**config.mk**
```make
export PLATFORM = sky130hd
export DESIGN_NAME = trng_sample_ctrl
export DESIGN_NICKNAME = d
export VERILOG_FILES = /design/src/rtl/trng_sample_ctrl.sv
export SDC_FILE = /design/constraint.sdc
export NUM_CORES = 1
export LEC_CHECK = 0
export CAP_MARGIN = 20
export CORE_MARGIN = 2
export CORE_UTILIZATION = 25
export CTS_BUF_LIST = sky130_fd_sc_hd__clkbuf_16
export DETAILED_ROUTE_END_ITERATION = 8
export PLACE_DENSITY = 0.53
export SYNTH_ARGS = -nofsm -noshare
export SYNTH_HDL_FRONTEND = slang
export SYNTH_SLANG_ARGS = --single-unit
```
**constraint.sdc**
```tcl
create_clock -name rng_clk -period 3.3 [get_ports rng_clk]
set_input_delay 0.99 -clock rng_clk [delete_from_list [all_inputs] [get_ports rng_clk]]
set_output_delay 0.99 -clock rng_clk [all_outputs]
set_load 0.005 [all_outputs]
```
**src/rtl/trng_sample_ctrl.sv**
```systemverilog
// TRNG sampling sequencer: warms up the ring source, strobes the balance filter at a
// programmable rate, counts filtered bits into one EHR block and retries on vn_err.
module trng_sample_ctrl #(
    parameter int unsigned EHR_BITS   = 192,
    parameter int unsigned WARMUP_CYC = 16,
    parameter int unsigned MAX_RETRY  = 3,
    parameter int unsigned SCW        = 16
) (
    input  logic           rng_clk,
    input  logic           rst_n,
    input  logic           start,
    input  logic           stop,
    input  logic           err_clr,
    input  logic [SCW-1:0] sample_cnt,
    input  logic           vn_err,
    input  logic           balance_filter_valid,
    output logic           rnd_src_en,
    output logic           cntr_balance_valid,
    output logic           rst_trng_logic,
    output logic           busy,
    output logic           done,
    output logic           err,
    output logic [1:0]     retry_cnt,
    output logic [7:0]     bit_cnt
);

    localparam int unsigned WCW = (WARMUP_CYC > 1) ? $clog2(WARMUP_CYC) : 1;
    localparam int unsigned BCW = 8;
    localparam int unsigned RCW = 2;

    typedef enum logic [2:0] {
        IDLE   = 3'd0,
        WARMUP = 3'd1,
        SAMPLE = 3'd2,
        FLUSH  = 3'd3,
        DONE   = 3'd4,
        ERR    = 3'd5
    } state_e;

    state_e         state_q, state_d;
    logic [SCW-1:0] rate_q, rate_d;
    logic [SCW-1:0] rate_cnt_q, rate_cnt_d;
    logic [WCW-1:0] warm_q, warm_d;
    logic [RCW-1:0] retry_q, retry_d;
    logic [BCW-1:0] bits_q, bits_d;
    logic           stop_flush;

    logic rnd_src_en_q, rnd_src_en_d;
    logic strobe_q, strobe_d;
    logic rst_logic_q, rst_logic_d;
    logic busy_q, busy_d;
    logic done_q, done_d;
    logic err_q, err_d;

    // Next-state, counters and registered output decode
    always_comb begin
        state_d    = state_q;
        rate_d     = rate_q;
        rate_cnt_d = rate_cnt_q;
        warm_d     = warm_q;
        retry_d    = retry_q;
        bits_d     = bits_q;
        stop_flush = 1'b0;

        if (stop) begin
            state_d    = IDLE;
            stop_flush = (state_q == WARMUP) || (state_q == SAMPLE) ||
                         (state_q == FLUSH)  || (state_q == DONE);
        end else begin
            case (state_q)
                IDLE: begin
                    if (start) begin
                        state_d = WARMUP;
                        rate_d  = (sample_cnt == '0) ? SCW'(1) : sample_cnt;
                        retry_d = '0;
                        bits_d  = '0;
                        warm_d  = WCW'(WARMUP_CYC - 1);
                    end
                end
                WARMUP: begin
                    rate_cnt_d = rate_q;
                    if (warm_q == '0) begin
                        state_d = SAMPLE;
                    end else begin
                        warm_d = warm_q - WCW'(1);
                    end
                end
                SAMPLE: begin
                    // Strobe fires when the counter shows 1, reloading in the same cycle
                    rate_cnt_d = (rate_cnt_q == SCW'(1)) ? rate_q : rate_cnt_q - SCW'(1);
                    if (vn_err) begin
                        state_d = FLUSH;
                        bits_d  = '0;
                        retry_d = retry_q + RCW'(1);
                    end else if (balance_filter_valid) begin
                        bits_d = bits_q + BCW'(1);
                        if (bits_q == BCW'(EHR_BITS - 1)) begin
                            state_d = DONE;
                        end
                    end
                end
                FLUSH: begin
                    warm_d  = WCW'(WARMUP_CYC - 1);
                    state_d = (retry_q == RCW'(MAX_RETRY)) ? ERR : WARMUP;
                end
                DONE: begin
                    state_d = IDLE;
                end
                ERR: begin
                    if (err_clr) begin
                        state_d = IDLE;
                    end
                end
                default: begin
                    state_d = IDLE;
                end
            endcase
        end

        rnd_src_en_d = (state_d == WARMUP) || (state_d == SAMPLE);
        strobe_d     = (state_d == SAMPLE) && (rate_cnt_d == SCW'(1));
        rst_logic_d  = (state_d == FLUSH) || stop_flush;
        busy_d       = (state_d != IDLE) && (state_d != ERR);
        done_d       = (state_d == DONE);
        err_d        = (state_d == ERR);
    end

    always_ff @(posedge rng_clk or negedge rst_n) begin
        if (!rst_n) begin
            state_q      <= IDLE;
            rate_q       <= '0;
            rate_cnt_q   <= '0;
            warm_q       <= '0;
            retry_q      <= '0;
            bits_q       <= '0;
            rnd_src_en_q <= 1'b0;
            strobe_q     <= 1'b0;
            rst_logic_q  <= 1'b0;
            busy_q       <= 1'b0;
            done_q       <= 1'b0;
            err_q        <= 1'b0;
        end else begin
            state_q      <= state_d;
            rate_q       <= rate_d;
            rate_cnt_q   <= rate_cnt_d;
            warm_q       <= warm_d;
            retry_q      <= retry_d;
            bits_q       <= bits_d;
            rnd_src_en_q <= rnd_src_en_d;
            strobe_q     <= strobe_d;
            rst_logic_q  <= rst_logic_d;
            busy_q       <= busy_d;
            done_q       <= done_d;
            err_q        <= err_d;
        end
    end

    assign rnd_src_en         = rnd_src_en_q;
    assign cntr_balance_valid = strobe_q;
    assign rst_trng_logic     = rst_logic_q;
    assign busy               = busy_q;
    assign done               = done_q;
    assign err                = err_q;
    assign retry_cnt          = retry_q;
    assign bit_cnt            = bits_q;

endmodule
```
==> flow_summary.rst <==
.. list-table::
   :header-rows: 1

   * - Metric
     - Value
   * - Number of buffers created by CTS
     - 5
   * - Die height
     - 111.8 microns
   * - Count of final setup violators
     - 0
   * - Flip-flop and latch count after synthesis
     - 55
   * - Number of hold violations in the final report
     - 0
   * - Post-placement worst setup slack
     - -0.08719 ns
   * - Routed length on met1
     - 3773 microns
   * - Startpoint Class
     - input pin
   * - Yosys top cell by area
     - dfrtp_1
   * - Power per cell area
     - 510.3 nW/um^2
   * - Final Non-Filler Cells
     - 499
   * - Share of synthesized cell area in full adder, half adder and majority cells
     - 2.155%
   * - Maximum buffer depth of the clock tree
     - 2
   * - Total power
     - 0.001921 W
   * - Part of the Yosys area used for sequential elements
     - 47.41%
   * - Worst R2R End
     - cntr_balance_valid$_DFF_PN0_
   * - Number of antenna violations at the first check in global routing
     - 0
   * - Area contributors post-synth
     - dfrtp_1, mux2_2, nand2_1
   * - Required time of the critical path
     - 3.49 ns
   * - Wire length of the first global-routing pass
     - 12810 microns
   * - Wire length after detailed routing
     - 7507 microns
   * - Std-Cell Core Area
     - 11370 sq um
   * - Iteration-0 DRC count of the detailed router
     - 99
   * - Met2 WL post-DR
     - 3413 microns
   * - Register-to-Register Path Depth
     - 7
   * - Overall via count from detail_route
     - 2498
   * - Die outline width
     - 111.8 microns
   * - Commonest non-fill, non-tap cell in the layout
     - dfrtp_1
   * - Full die area
     - 12490 sq um
   * - Post-detailed-route via-to-cell ratio
     - 5.006
   * - Skew-Pair Late Insertion Delay
     - 0.29 ns
   * - Leakage dissipation
     - 1.564 nW
   * - Clock tree from TritonCTS
     - built
   * - CP Class
     - in2reg
   * - Most used DFF post-synth
     - dfrtp_1
   * - Clock skew after layout
     - 0.003971 ns
   * - Remaining number of nets flagged by the antenna check after routing
     - 0
   * - Syn-to-layout area delta
     - 29.66%
   * - Mapped cell area
     - 2903 sq um
   * - Startpoint of the tightest hold check path
     - rate_q[1]$_DFFE_PN0P_
   * - Transition at the pin with the smallest max-transition slack
     - 0.7779 ns
   * - Initial Utilization
     - 25.53%
   * - Fin util
     - 33.10%
   * - Distinct cell type count of the synthesized netlist
     - 61
   * - Summed area of non-filler cells in the final layout
     - 3764 sq um
   * - Ant diodes
     - 0
   * - Achievable Freq
     - 0.3212 GHz
   * - Port Buffer Count
     - 38
   * - Sum of overflow across all layers after global routing
     - 0
   * - Largest net degree at the start of global routing
     - 56
   * - Max-slew headroom
     - 48.14%
   * - Worst IR drop on VDD
     - 0.2535 mV
   * - Proportion of layout cells with a drive suffix above 1
     - 16.57%
   * - Global Route Usage Sum
     - 12.42%
   * - Post-synthesis simple-gate area fraction
     - 22.24%
   * - Number of iterations in the first detailed-routing pass
     - 4
   * - Highest routed metal layer
     - met4
   * - Fraction of registers with async set/reset
     - 100.0%
   * - Post-synthesis net count
     - 322
   * - Reg-to-reg startpoint
     - rate_cnt_q[12]$_DFF_PN0_
   * - Number of placed I/O pins
     - 39
   * - Worst reg-to-reg setup slack
     - 0.36 ns
   * - Cts hold-fix bufs
     - 0
   * - Kind of end point of the critical path
     - flop
   * - Sink Count
     - 55
   * - Proportion of synthesized area in mux cells
     - 6.509%
   * - Setup Fix Bufs, Post-CTS
     - 0
   * - Min-Delay Path Class
     - reg2reg
   * - Share of the synthesized area in the top cell type
     - 47.41%
   * - Number of remaining DRC errors
     - 0
   * - Synth Area in Compound Gates
     - 16.59%
   * - Highest-count cells in the layout ignoring fill and taps
     - dfrtp_1, clkdlybuf4s50_1, nor2_1, nand2_1, buf_4
   * - DR WL/cell
     - 15.04 microns
   * - Synth Area in XOR/XNOR
     - 2.112%
   * - RSZ-0062 raised after global routing
     - no
   * - Hold Crit Depth
     - 2
   * - Final Critical Period
     - 3.113 ns
   * - Total of cells resized after clock tree synthesis
     - 0
   * - CP Max Fanout
     - 9
   * - Result of the run
     - finished, final reports clean
   * - Gate Count Post-Synth
     - 294
   * - Hold Path End
     - rate_cnt_q[1]$_DFF_PN0_
   * - Post-synth EDFFs
     - 0
   * - Met3 routed wirelength
     - 269 microns
   * - Number of H-tree levels
     - 2
   * - Clock Root Buffer
     - clkbuf_16
   * - Area after detailed placement
     - 3600 sq um
   * - Share of the clock period used by the worst path
     - 94.33%
   * - Signal arrival time at the worst endpoint
     - 3.30 ns
   * - Max-slew violation count
     - 0
   * - Maxcap violations
     - 0
   * - Average cell area after synthesis
     - 9.873 sq um
   * - Final setup slack of the worst path
     - 0.1870 ns
   * - Num rows
     - 39
   * - Detailed-placement wirelength estimate
     - 5706 microns
   * - Nets
     - 383
   * - Count of synthesis-stage warnings from yosys
     - 0
   * - Placed cell count
     - 491
   * - Main combinational cell family by area after synthesis
     - simple AND/OR/NAND/NOR gates
   * - Last weighted congestion value of the routability-driven placer
     - 0.8295
   * - Vias in the first global route
     - 2507
   * - Clock slew at the register clock pins of the worst setup and hold paths
     - 0.07 ns
final cells by class:
| type | count | area, sq um |
|---|---|---|
| Fill cell | 1156 | 7606 |
| Multi-Input combinational cell | 219 | 1440 |
| Sequential cell | 55 | 1376 |
| Timing Repair Buffer | 63 | 563.0 |
| Tap cell | 143 | 178.9 |
| Clock buffer | 5 | 125.1 |
| Inverter | 11 | 41.29 |
| Clock inverter | 3 | 38.79 |
state kept, by name (all words and copies together) (netlist names):
| name | cells |
|---|---|
| rate_cnt_q | 16 |
| rate_q | 16 |
| bit_cnt | 8 |
| warm_q | 4 |
| state_q | 3 |
| retry_cnt | 2 |
| busy | 1 |
| cntr_balance_valid | 1 |
| done | 1 |
| err | 1 |
| rnd_src_en | 1 |
| rst_trng_logic | 1 |
worst max-delay path, stage by stage:
cell and delay, ns:
clkdlybuf4s50_1 0.53, or2_1 0.22, o22ai_1 0.29, a221o_2 0.48, or4b_1 0.51, nor4_2 0.28
layer usage:
metal / up-vias / GRT usage (%)
met3: 2 / 1.905
li1: 1223 / -
met1: 1221 / 18.22
met5: - / 0
met2: 52 / 19.23
met4: 0 / 3.045
cell usage after synthesis, types with 2 or more instances:
library cell	number
nand2b_1	3
o21ai_0	15
or4_1	5
inv_1	11
and2_1	4
nor4_1	5
a31oi_1	3
buf_2	3
nor3b_1	4
clkbuf_1	5
and3_1	2
ha_1	5
nor3_1	11
nor4_2	3
o311a_1	2
or2_2	3
nor4b_1	2
o21ai_1	2
mux2i_1	2
nand4_1	4
xor2_1	4
or3_1	2
a221oi_1	2
o31ai_1	4
nor2_1	25
xnor2_1	3
nand3_1	8
dfrtp_1	55
a21oi_1	17
a22oi_1	4
o22ai_1	3
a221o_1	2
mux2_2	15
a21o_1	3
nor2b_1	3
nand2_1	25
cell families after synthesis:
family	after synthesis
buffers and inverters	20
and+or+nand+nor	118
DFF	55
adders and majority gates	5
xor gates and xnor gates	7
AOI/OAI and AO/OA	72
muxes	17
worst max-delay path by stage:
stage / from / endpoint / slack, ns / cells after the start
CTS: stop / cntr_balance_valid$_DFF_PN0_ / 0.18 / 6
finish: stop / cntr_balance_valid$_DFF_PN0_ / 0.19 / 6
detailed placement: stop / cntr_balance_valid$_DFF_PN0_ / -0.09 / 6
floorplan: stop / cntr_balance_valid$_DFF_PN0_ / 0.42 / 7
global route: stop / cntr_balance_valid$_DFF_PN0_ / 0.04 / 6
global placement: stop / cntr_balance_valid$_DFF_PN0_ / 0.02 / 6
stage by stage:
stage	hold WS, ns	setup TNS (ns)
2_1_floorplan	0.4529	0
3_3_place_gp	0.4863	0
3_5_place_dp	0.4943	-0.08719
4_1_cts	0.5033	0
5_1_grt	0.5239	0
6_report	0.5039	0
power breakdown:
part / total, W / switching [W] / internal (W)
Sequential: 0.000904 / 0.000126 / 0.000778
Clock: 0.000590 / 0.000236 / 0.000355
Combinational: 0.000426 / 0.000213 / 0.000213
No activity file was read; power rests on OpenSTA's default activity.
